**src/rtl/eda_scan_ctrl.sv**
```systemverilog
// Frame scan controller: streams an M x N image into RAM, then walks every center pixel through the regional-max evaluator.
// Optional WAIT watchdog is enabled by defining EDA_SCAN_TIMEOUT_EN.
module eda_scan_ctrl #(
    parameter int M           = 6,
    parameter int N           = 6,
    parameter int PIXEL_WIDTH = 8,
    parameter int ADDR_WIDTH  = $clog2(M*N),
    parameter int TIMEOUT     = 64
) (
    input  logic                   clk,
    input  logic                   reset,
    input  logic                   start,
    input  logic                   s_valid,
    output logic                   s_ready,
    input  logic [PIXEL_WIDTH-1:0] s_pixel,
    output logic                   write_en,
    output logic [ADDR_WIDTH-1:0]  wr_addr,
    output logic [PIXEL_WIDTH-1:0] pixel_in,
    output logic [ADDR_WIDTH-1:0]  center_addr,
    output logic                   new_pixel,
    output logic                   clear,
    input  logic                   pix_done,
    output logic                   busy,
    output logic                   done,
    output logic                   timeout_err
);

    localparam logic [ADDR_WIDTH-1:0] LAST = ADDR_WIDTH'(M*N-1);

    if (TIMEOUT < 1 || M*N < 2 || (64'd1 << ADDR_WIDTH) < 64'(M*N)) begin : g_bad_cfg
        $error("eda_scan_ctrl: invalid parameter set");
    end

    typedef enum logic [2:0] {IDLE, LOAD, CLEAR, ISSUE, WAIT, DONE} state_t;

    state_t                state;
    logic [ADDR_WIDTH-1:0] wr_cnt;
    logic                  wait_expired;

    always_ff @(posedge clk or posedge reset) begin
        if (reset) begin
            state       <= IDLE;
            wr_cnt      <= '0;
            s_ready     <= 1'b0;
            write_en    <= 1'b0;
            wr_addr     <= '0;
            pixel_in    <= '0;
            center_addr <= '0;
            new_pixel   <= 1'b0;
            clear       <= 1'b0;
            busy        <= 1'b0;
            done        <= 1'b0;
        end else begin
            write_en <= 1'b0;
            case (state)
                IDLE: begin
                    if (start) begin
                        state   <= LOAD;
                        wr_cnt  <= '0;
                        s_ready <= 1'b1;
                        busy    <= 1'b1;
                    end
                end
                LOAD: begin
                    if (s_valid) begin
                        write_en <= 1'b1;
                        wr_addr  <= wr_cnt;
                        pixel_in <= s_pixel;
                        // The counter parks on the last address instead of wrapping.
                        if (wr_cnt == LAST) begin
                            state       <= CLEAR;
                            s_ready     <= 1'b0;
                            clear       <= 1'b1;
                            center_addr <= '0;
                        end else begin
                            wr_cnt <= wr_cnt + 1'b1;
                        end
                    end
                end
                CLEAR: begin
                    state     <= ISSUE;
                    clear     <= 1'b0;
                    new_pixel <= 1'b1;
                end
                ISSUE: begin
                    state     <= WAIT;
                    new_pixel <= 1'b0;
                end
                WAIT: begin
                    if (pix_done || wait_expired) begin
                        if (center_addr == LAST) begin
                            state <= DONE;
                            done  <= 1'b1;
                        end else begin
                            state       <= ISSUE;
                            center_addr <= center_addr + 1'b1;
                            new_pixel   <= 1'b1;
                        end
                    end
                end
                DONE: begin
                    state <= IDLE;
                    done  <= 1'b0;
                    busy  <= 1'b0;
                end
                default: state <= IDLE;
            endcase
        end
    end

`ifdef EDA_SCAN_TIMEOUT_EN
    localparam int TW = $clog2(TIMEOUT+1);

    logic [TW-1:0] wait_cnt;

    // Expiry fires on the TIMEOUT-th consecutive WAIT cycle and advances the scan like pix_done.
    assign wait_expired = (state == WAIT) && !pix_done && (wait_cnt == TW'(TIMEOUT-1));

    always_ff @(posedge clk or posedge reset) begin
        if (reset) begin
            wait_cnt    <= '0;
            timeout_err <= 1'b0;
        end else begin
            if (state != WAIT || pix_done || wait_expired) begin
                wait_cnt <= '0;
            end else begin
                wait_cnt <= wait_cnt + 1'b1;
            end
            if (wait_expired) begin
                timeout_err <= 1'b1;
            end else if (state == IDLE && start) begin
                timeout_err <= 1'b0;
            end
        end
    end
`else
    assign wait_expired = 1'b0;
    assign timeout_err  = 1'b0;
`endif

endmodule

```
**config.mk**
```make
export PLATFORM = sky130hd
export DESIGN_NAME = eda_scan_ctrl
export DESIGN_NICKNAME = d
export VERILOG_FILES = /design/src/rtl/eda_scan_ctrl.sv
export SDC_FILE = /design/constraint.sdc
export NUM_CORES = 1
export LEC_CHECK = 0
export ABC_AREA = 1
export BUFFER_PORTS_ARGS = -buffer_cell sky130_fd_sc_hd__buf_2
export CORE_ASPECT_RATIO = 1.1
export CORE_MARGIN = 2
export CORE_UTILIZATION = 44
export CTS_CLUSTER_DIAMETER = 120
export DETAILED_ROUTE_END_ITERATION = 6
export PLACE_DENSITY = 0.78
export SYNTH_ARGS = -nofsm -noshare
export SYNTH_HDL_FRONTEND = slang
export SYNTH_SLANG_ARGS = --single-unit
```
**constraint.sdc**
```tcl
create_clock -name clk -period 3.2 [get_ports clk]
set_input_delay 0 -clock clk [delete_from_list [all_inputs] [get_ports clk]]
set_output_delay 0 -clock clk [all_outputs]
set_load 0.1 [all_outputs]
```
# Word level (Yosys, flattened, before mapping)
# Cells that the tools add are included.
dict set report op_classes {
  n_addsub 2
  reduce_logical 16
  muxes 31
  eq_ne 14
}
# op count
set op_table {}
lappend op_table {{6-bit two-way mux} 7}
lappend op_table {{6-bit case mux with 2 select lines} 2}
lappend op_table {{3-bit two-way mux} 5}
lappend op_table {{3-bit case mux with 5 select lines} 1}
lappend op_table {{2-bit != test, second input constant} 7}
lappend op_table {{6-bit by 1-bit adder with 6-bit output, second input constant} 2}
lappend op_table {{6-bit == test, second input constant} 2}
lappend op_table {{4-bit AND reduction} 3}
lappend op_table {{1-bit two-way mux} 11}
lappend op_table {{2-bit nonzero test} 5}
lappend op_table {{3-bit AND reduction} 3}
lappend op_table {{1-bit case mux with 2 select lines} 4}
lappend op_table {{3-bit by 2-bit == test with 1-bit output, second input constant} 2}
lappend op_table {{3-bit == test, second input constant} 2}
lappend op_table {{5-bit AND reduction} 1}
lappend op_table {{2-bit AND reduction} 2}
lappend op_table {{3-bit by 1-bit == test with 1-bit output, second input constant} 1}
lappend op_table {{3-bit zero test} 1}
lappend op_table {{1-bit case mux with 3 select lines} 1}
lappend op_table {{3-bit nonzero test} 1}
dict set report word_totals {
  ff_bits 35
  word_cells 74
  input_bits 13
}

# Depth between registers and ports, before layout
dict set report depth {
  ltp_word 4
  depth_mapped 9
  ltp_nobuf 9
}

# Least setup slack after synthesis
# No wires, ideal clock.
dict set report synth_path {
  kind {reg-to-reg}
  startpoint {register center_addr[0]}
  endpoint {register center_addr[5]}
  slack_ns 1.137
  t_arrival_ns 1.996
  t_required_ns 3.132
  setup_time_ns 0.068
  stages_incl_launch_ff 10
  cell_sequence {dfrtp_1 > ha_1 > nand2_1 > inv_1 > nand3_1 > nand2_1 > nand2_4 > nand2_4 > nand2_1 > nand2_1}
}
dict set report synth_via {
  elab_chain_len 4
  word_cells_on_any_way 7
  cone_classes {1 x add/sub; 2 x eq/ne; 3 x mux; 1 x reduce/logical}
}
# item line_no
set synth_lines {}
lappend synth_lines {{start, declared} 19} ;# output logic [ADDR_WIDTH-1:0] center_addr,
lappend synth_lines {{start signal, assigned} 96} ;# center_addr <= center_addr + 1'b1;
lappend synth_lines {{6-bit by 1-bit adder with 6-bit output} 96}
lappend synth_lines {{6-bit two-way mux} 91} ;# if (center_addr == LAST) begin
lappend synth_lines {{6-bit two-way mux} 90} ;# if (pix_done || wait_expired) begin
lappend synth_lines {{6-bit case mux with 2 select lines} 55} ;# case (state)
# Parallel ways exist; a longest one is shown, timed or not. The select of a mux whose other input is x is not followed.
# A chain may end at the register's enable or synchronous reset.

# Worst setup path after layout
dict set report layout_path {
  startpoint {register state[2]}
  endpoint {register center_addr[3]}
}
dict set report layout_via {
  elab_chain_len 3
  word_cells_on_any_way 9
  cone_classes {6 x eq/ne; 1 x mux; 2 x reduce/logical}
}
# item line_no
set layout_lines {}
lappend layout_lines {{start, declared} 36} ;# state_t state;
lappend layout_lines {{start signal, assigned} 42} ;# state <= IDLE;
lappend layout_lines {{start signal, assigned} 58} ;# state <= LOAD;
lappend layout_lines {{start signal, assigned} 71} ;# state <= CLEAR;
lappend layout_lines {{3-bit == test or 3-bit by 1-bit == test with 1-bit output (tied branches)} 55}
lappend layout_lines {{2-bit != test (no line) or 2-bit nonzero test (tied branches)} -}
lappend layout_lines {{5-bit AND reduction (no line)} -}
# Parallel ways exist; a longest one is shown, timed or not.

==> reports/results.ini <==
[timing]
setup_tns_ps = 0
fin_worst_skew_ps = 2.489
rsz0062_at_grt = no
max_freq_mhz = 557.1
finalCriticalPeriod_ps = 1795
slew_viol_final = 0
hold_violations = 0
finalSetupViolCount = 0
tightest_slew_ps = 940.1
period_share_pct = 56.09
slew_headroom_pct = 37.26

[power_and_ir_drop]
p_leak_uw = 0.001253
peakVddDrop_mv = 0.4390
power_per_cell_area_nw_per_um2 = 1016

[routing]
vias = 1629
wl_per_cell_um = 11.12
firstDrtPassIters = 4
drt_iter0_markers = 94
drc_errors = 0
drt-total-wl_mm = 3.824
viasPerCell = 4.735
detail-route-antenna-nets = 0

[setup_path]
crit_path_end_kind = flop
critical_path_arrival_ps = 1970
worstSetupPathType = reg -> reg
start_kind = flop
cp_max_fo = 18
cp.required_ps = 3370

[final_layout]
num-fill-cells = 344
final_common_cell = nand2_1
n_antenna_cell = 0
mostFrequentLayoutCells = nand2_1 (99), buf_2 (38), dfrtp_1 (35)
final_core_util_pct = 57.17
drive_gt1_share_pct = 21.23
nets = 306
areaGrowthSynthToFinish_pct = 24.23

[logic_synthesis]
synthesis.area_um2 = 1838
synth_cells = 238
syn_nets = 253
yosys_warnings = 0
syn_avg_cell_area_um2 = 7.723
ys_seq_area_share_pct = 47.65
yosys.area.top_type = dfrtp_1
synth-seq-cells = 35
synth_top_area_share_pct = 47.65
synth_cell_types = 26
yosys-top-cells-area = dfrtp_1 (48%), nand2_1 (20%), nor2_1 (5.1%), nand3_1 (4.1%), inv_1 (3.9%)

[job]
max_cap_violations = 0

[global_route]
grt_max_degree = 27
grt_pass1_wl_mm = 6.513
grt_overflow = 0
track_usage_pct = 17.85
grt_pass1_vias = 1524
antenna_found_initial = 0

[cts]
cts_setup_buffers = 0
ctsResizeCount = 0
clock_sinks = 35
clk_pin_slew_worst_paths_ps = 70
numCtsBuffers = 5
cts_hold_buf = 11
cts_max_level = 2
cts_root_buffer = clkbuf_8
clk_latency_ps = 280
clk_path_buf_depth = 2
cts_tree = built

[placed_design]
dp.final_hpwl_mm = 2.825
portBuffers = 38
place.gp.congestion = 0.8272

[floorplanning]
fp.dieW_um = 65.63
core-area_um2 = 3994
initial_core_util_pct = 46.02
dieArea_um2 = 4711
die_h_um = 71.79
io_pins = 40
rows = 24

[worst_hold_path]
hold_class = in -> reg

[run_status]
status = finished, final reports clean

path summary, 6_finish.rpt:
kind                             endpoint  depth (start not counted)         from  slack, ps
hold reg to reg               pixel_in[6]                          2  pixel_in[6]        460
setup reg to reg           center_addr[3]                          8     state[2]       1410
hold / removal                   state[2]                          4     pix_done         60
max in group asynchronous       wr_cnt[5]                          4        reset       1990
setup / recovery           center_addr[3]                          8     state[2]       1410
min in group asynchronous           clear                          3        reset        520
metal layers:
metal / wire length (um) / track usage, % / part of all wire [%] / up-vias
li1: - / - / - / 840
met2: 1841 / 30.19 / 48 / 41
met3: 170 / 2.826 / 4.4 / 8
met1: 1737 / 22.21 / 45 / 740
met4: 74 / 8.333 / 1.9 / 0
met5: 0 / 0 / 0 / -
layout make-up:
| class | instances | area (um2) | share of cell area [%] |
|---|---|---|---|
| repair buffers | 50 | 307.8 | 13.48 |
| multi-input cells | 177 | 849.6 | 37.21 |
| clock buffers | 8 | 100.1 | 4.384 |
| inverters | 22 | 85.08 | 3.726 |
| flip-flops and latches | 35 | 875.8 | 38.36 |
| well taps | 52 | 65.06 | 2.849 |
per-stage QoR:
step,total power [uW],std cells,hold slack [ps],area (um2),worst slack [ps]
floorplan,1780,238,116.7,1838,1137
global placement,1954,325,208.0,2073,1504
detailed placement,1976,325,205.9,2073,1412
CTS,2331,344,63.27,2283,1404
global route,2443,344,96.31,2283,1265
finish,2321,344,62.20,2283,1405
cell usage after synthesis:
library cell / count
a21oi_1: 4
a21oi_2: 1
a21oi_4: 1
buf_2: 1
buf_4: 3
conb_1: 1
dfrtp_1: 35
ha_1: 2
inv_1: 19
inv_2: 2
inv_4: 1
nand2_1: 99
nand2_2: 3
nand2_4: 3
nand2_8: 1
nand3_1: 15
nand3b_1: 2
nand4_1: 2
nor2_1: 25
nor2_4: 4
nor3_1: 2
nor3b_1: 1
o21ai_0: 6
o21bai_1: 1
xnor2_1: 2
xor2_1: 2
worst max-delay path, stage by stage, from the launching register on:
cell,delay (ps)
dfrtp_1,470
nor2_4,220
nand2_8,100
nor2_4,290
inv_2,220
nand2_4,160
nand2_4,80
nand2_1,80
nand2_1,60
logic make-up after synthesis:
| logic type | Yosys count | synth area share, % |
|---|---|---|
| other | 1 | 0.2040 |
| and+or+nand+nor | 157 | 38.26 |
| buffers and inverters | 26 | 6.127 |
| DFF | 35 | 47.65 |
| AOI/OAI and AO/OA | 13 | 4.493 |
| adders and majority gates | 2 | 1.361 |
| xor gates and xnor gates | 4 | 1.906 |
state kept, by name (all words and copies together) (netlist names):
register,flops
pixel_in,8
center_addr,6
s_ready,1
wr_cnt,6
done,1
wr_addr,6
write_en,1
state,3
new_pixel,1
busy,1
clear,1
power breakdown:
group          switching, uW  total [uW]  internal (uW)
Combinational           1070        1320            246
Clock                    147         343            196
Sequential               104         661            557
No activity file was read; power rests on OpenSTA's default activity.
